===== src/rtl/dwa_thermometer_driver.sv =====
// Sign-magnitude code to 14-element unit-element DAC drive with data-weighted averaging.
// Optional macro DWA_ROTATE_EN enables pointer rotation; without it the output is a static thermometer.
module dwa_thermometer_driver #(
  parameter  int CODE_W    = 4,
  localparam int N_ELEM    = 2 * ((1 << (CODE_W - 1)) - 1),
  localparam int MID_LEVEL = N_ELEM / 2
) (
  input  logic              i_clk,
  input  logic              i_rst_n,
  input  logic [CODE_W-1:0] i_code_in,
  input  logic              i_in_valid,
  input  logic              i_mute,
  output logic [N_ELEM-1:0] o_elem_out,
  output logic              o_valid_out,
  output logic [3:0]        o_ptr_out
);

  logic              w_sign;
  logic [3:0]        w_mag;
  logic [3:0]        w_level;
  logic [N_ELEM:0]   w_therm_full;
  logic [N_ELEM-1:0] w_therm;
  logic [N_ELEM-1:0] w_elem;

  logic [N_ELEM-1:0] r_elem;
  logic              r_valid;
  logic [3:0]        r_level;

  assign w_sign = i_code_in[CODE_W-1];
  assign w_mag  = {1'b0, i_code_in[CODE_W-2:0]};

  // Negative zero naturally lands on mid-scale because 7 - 0 == 7 + 0.
  always_comb begin
    w_level = 4'(MID_LEVEL);
    if (i_mute)
      w_level = 4'(MID_LEVEL);
    else if (w_sign)
      w_level = 4'(MID_LEVEL) - w_mag;
    else
      w_level = 4'(MID_LEVEL) + w_mag;
  end

  // One extra bit so that L == N_ELEM yields all ones without overflow.
  assign w_therm_full = ({{N_ELEM{1'b0}}, 1'b1} << w_level) - {{N_ELEM{1'b0}}, 1'b1};
  assign w_therm      = w_therm_full[N_ELEM-1:0];

`ifdef DWA_ROTATE_EN
  logic [3:0]          r_ptr;
  logic [4:0]          w_ptr_sum;
  logic [3:0]          w_ptr_next;
  logic [2*N_ELEM-1:0] w_rot;

  // Rotate-left by ptr: the upper half of the shifted doubled word wraps high bits into low indices.
  assign w_rot      = {w_therm, w_therm} << r_ptr;
  assign w_elem     = w_rot[2*N_ELEM-1:N_ELEM];
  assign w_ptr_sum  = {1'b0, r_ptr} + {1'b0, w_level};
  assign w_ptr_next = (w_ptr_sum >= 5'(N_ELEM)) ? 4'(w_ptr_sum - 5'(N_ELEM)) : w_ptr_sum[3:0];
  assign o_ptr_out  = r_ptr;
`else
  assign w_elem    = w_therm;
  assign o_ptr_out = 4'd0;
`endif

  always_ff @(posedge i_clk or negedge i_rst_n) begin
    if (!i_rst_n) begin
      r_elem  <= '0;
      r_valid <= 1'b0;
      r_level <= 4'd0;
`ifdef DWA_ROTATE_EN
      r_ptr   <= 4'd0;
`endif
    end else begin
      r_valid <= i_in_valid;
      if (i_in_valid) begin
        r_elem  <= w_elem;
        r_level <= w_level;
`ifdef DWA_ROTATE_EN
        r_ptr   <= w_ptr_next;
`endif
      end
    end
  end

  assign o_elem_out  = r_elem;
  assign o_valid_out = r_valid;

  a_popcount: assert property (@(posedge i_clk) disable iff (!i_rst_n)
    ($countones(o_elem_out) == int'(r_level)));

  a_ptr_range: assert property (@(posedge i_clk) disable iff (!i_rst_n)
    (o_ptr_out < 4'(N_ELEM)));

endmodule


===== config.mk =====
export PLATFORM = sky130hd
export DESIGN_NAME = dwa_thermometer_driver
export DESIGN_NICKNAME = d
export VERILOG_FILES = /design/src/rtl/dwa_thermometer_driver.sv
export SDC_FILE = /design/constraint.sdc
export NUM_CORES = 1
export LEC_CHECK = 0
export CORE_AREA = 2 2 50 52
export CTS_CLUSTER_DIAMETER = 200
export DETAILED_ROUTE_END_ITERATION = 16
export DIE_AREA = 0 0 52 54
export PLACE_DENSITY_LB_ADDON = 0.05
export SYNTH_ARGS = -nofsm -noshare
export SYNTH_HDL_FRONTEND = slang
export SYNTH_SLANG_ARGS = --single-unit

===== constraint.sdc =====
create_clock -name i_clk -period 0.9 [get_ports i_clk]
set_input_delay 0.135 -clock i_clk [delete_from_list [all_inputs] [get_ports i_clk]]
set_output_delay 0.135 -clock i_clk [all_outputs]
set_load 0.05 [all_outputs]

==> reports/metrics.csv <==
stage,metric,value,unit
outcome,outcome,finished with violations,
outcome,violations,setup timing,
sta,maxSlewViolCount,0,
placed_design,hpwl,2.288,mm
grt,grtUsageTotal,0.2878,
drt,drc_errors,0,
drt,via_per_inst,6.069,
critical_path,worstSetupPathType,primary input to flip-flop,
floorplan,initial_core_util,0.4401,
critical_path,critPathCaptureType,flip-flop,
power_and_ir_drop,design_power_total,0.002368,W
drt,drtIter0Drc,56,
clocking,cts_max_level,1,
worst_hold_path,hp-class,primary input to asynchronous set/reset pin,
synthesis,syn_area_per_cell,8.956,um^2
synthesis,netlist_area,1021,um^2
floorplan,ios,27,
run,cap_viol_max_count,0,
placed_design,place_ws,-1.582,ns
clocking,root_buffer,clkbuf_4,
sta,hold_violations,0,
sta,period_share,2.193,
drt,firstDrtPassIters,5,
floorplan,die_h,54,um
power_and_ir_drop,pwr-share-seq,0.335,
grt,use_met2,0.5316,
clocking,clk_latency,0.29,ns
synthesis,synth_cell_types,45,
sta,relSlewSlack,0.6687,
synthesis,synthArstFlopShare,1.000,
grt,antenna_found_initial,0,
cells_and_area,fin_util,0.8759,
sta,min_period,1.974,ns
sta,setup_violations,27,
synthesis,synth_cells,114,
synthesis,yosys_warnings,0,
critical_path,worstPathMaxFanout,4,
grt,use_met3,0.05000,
grt,grt_pass1_wl,5.796,mm
power_and_ir_drop,p_leak,0.8845,nW
sta,worst_pin_slew,0.4905,ns
synthesis,synth-edff-count,0,
sta,fin_skew,0,ns
grt,grt_start_max_net_pins,25,
cells_and_area,stdcell_count,218,
grt,grt_pass1_vias,1170,
cells_and_area,drive_above_1_share,0.5904,
synthesis,ys.flop_type,dfrtp_1,
grt,grtUsageMet1,0.3076,
drt,wl_per_cell,20.71,um
sta,fmax,506.6,MHz
power_and_ir_drop,power_switching_share,0.3812,
synthesis,yosysSeqAreaShare,0.3676,
clocking,clk_transition_reported_paths,0.10,ns
floorplan,core-area,2320,um^2
drt,wirelength,4.515,mm
floorplan,die_x,52,um
sta,fin_ws,-1.074,ns
power_and_ir_drop,clkPwrFrac,0.171,
synthesis,synth-seq-cells,15,
critical_path,arrival,2.19,ns
grt,top_usage_layer,met2,
power_and_ir_drop,p_int,0.001465,W
critical_path,cp-start-kind,primary input,
cells_and_area,final_nets,199,
clocking,tritoncts,yes,
floorplan,die_area,2808,um^2
cells_and_area,area_growth,99.02,%
clocking,cts_buffers,3,
clocking,cts_buffer_depth,2,
power_and_ir_drop,ir_worst_vdd,0.0008616,V
power_and_ir_drop,switching_power,0.0009027,W
sta,rsz0062_at_grt,true,
placed_design,gp_congestion,0.8892,
clocking,cts_hold_buf,0,
power_and_ir_drop,power_frac_comb,0.494,
power_and_ir_drop,power_density,1165,nW/um^2
critical_path,cp.required,1.12,ns
floorplan,num_rows,18,
grt,gr-total-overflow,0,
drt,ant_nets,0,
clocking,clock-sinks,15,
placed_design,io_buffer_count,22,
placed_design,placed_cells,186,
cells_and_area,num_antenna_cells,0,
drt,num_vias,1323,
==> registers in the layout (all words and copies together), names as in the netlist <==
name         count
o_valid_out      1
o_elem_out      14
==> power groups by stage <==
stage                     logic (W)  registers, W  clock network (W)
after global routing        0.00121      0.000799           0.000417
after CTS                   0.00103      0.000790           0.000367
after detailed placement   0.000934      0.000806                  0
after floorplan            0.000325      0.000971                  0
after global placement     0.000913      0.000801                  0
final                       0.00117      0.000794           0.000404
==> final timing paths <==
path	start	to	slack (ns)	cells past startpoint
max	i_code_in[0]	o_elem_out[6]	-1.07	12
min	i_rst_n	o_elem_out[3]	0.17	2
max reg2reg	o_elem_out[6]	o_elem_out[6]	-0.08	4
min reg2reg	o_elem_out[12]	o_elem_out[12]	0.58	2
max in group asynchronous	i_rst_n	o_elem_out[12]	0.61	2
min in group i_clk	i_in_valid	o_valid_out	0.26	2
==> synthesized netlist by cell type (3+ instances only) <==
library cell / count / area, um^2
nor2_1: 12 / 45.04
buf_4: 6 / 45.04
or3_1: 3 / 18.77
a31oi_1: 4 / 25.02
dfrtp_1: 15 / 375.4
inv_1: 10 / 37.54
nor3_1: 4 / 20.02
o21ai_0: 7 / 35.03
a21oi_1: 5 / 25.02
nand2_1: 4 / 15.01
==> repair_timing <==
action,in CTS,in global routing
resized for setup,53,15
pin swaps,15,11
hold endpoints to repair,0,0
buffers inserted,19,12
cloned,0,1
setup endpoints to repair,29,29
==> metrics by stage <==
| step | hold WS [ns] | TNS (ns) | cell area (um^2) |
|---|---|---|---|
| after global placement | 0.4830 | -15.27 | 1629 |
| after CTS | 0.1964 | -7.034 | 1884 |
| final | 0.1669 | -9.225 | 2032 |
| after floorplan | -0.1606 | -7.024 | 1110 |
| after global routing | 0.1846 | -9.789 | 2032 |
| after detailed placement | 0.4785 | -16.13 | 1629 |
==> layout make-up <==
| type | instances | area, um^2 |
|---|---|---|
| Inverter | 10 | 48.80 |
| Timing Repair Buffer | 77 | 854.6 |
| Multi-Input combinational cell | 82 | 689.4 |
| Sequential cell | 15 | 375.4 |
| Clock buffer | 4 | 26.28 |
| Tap cell | 30 | 37.54 |
| Fill cell | 97 | 287.8 |
==> placed cells by master (no fill, tap or decap), types with 3 or more instances in the layout <==
cell type  synthesis  layout
conb_1             1       4
nor3_1             4       4
buf_6              2       9
inv_1             10       6
a21oi_1            5       3
nor2_1            12       8
or3_4              1       3
nand2_1            4       3
clkbuf_4           0       3
nor2_2             0       4
a31oi_1            4       3
buf_12             0      17
o21ai_0            7       4
buf_4              6      45
dfrtp_1           15      15
==> logic make-up (layout without fill, tap and decap cells) <==
| logic type | count (synthesis) | after routing | synth area share |
|---|---|---|---|
| fa+ha+maj | 2 | 2 | 0.02451 |
| compound gates | 32 | 32 | 0.2181 |
| mux | 4 | 4 | 0.04411 |
| other cells | 1 | 4 | 0.003673 |
| buf+inv | 20 | 91 | 0.1164 |
| flops | 15 | 15 | 0.3676 |
| simple gates | 39 | 39 | 0.2169 |
| xor+xnor | 1 | 1 | 0.008580 |
==> critical path, cell delays in order <==
cell and delay, ns:
buf_8 0.08, inv_6 0.03, ha_4 0.15, inv_2 0.06
nand4_1 0.24, a21oi_4 0.27, nand3_2 0.12, ha_4 0.19
nor4bb_1 0.31, a21oi_1 0.12, or3_1 0.33, a31oi_1 0.14
==> layer usage <==
metal / part of all wire / vias to the layer above / routed length, um
li1: - / 558 / -
met5: 0 / - / 0
met1: 0.36 / 643 / 1610
met4: 0.053 / 0 / 239
met2: 0.52 / 92 / 2342
met3: 0.071 / 30 / 322
Power figures use the tool's default switching activity.
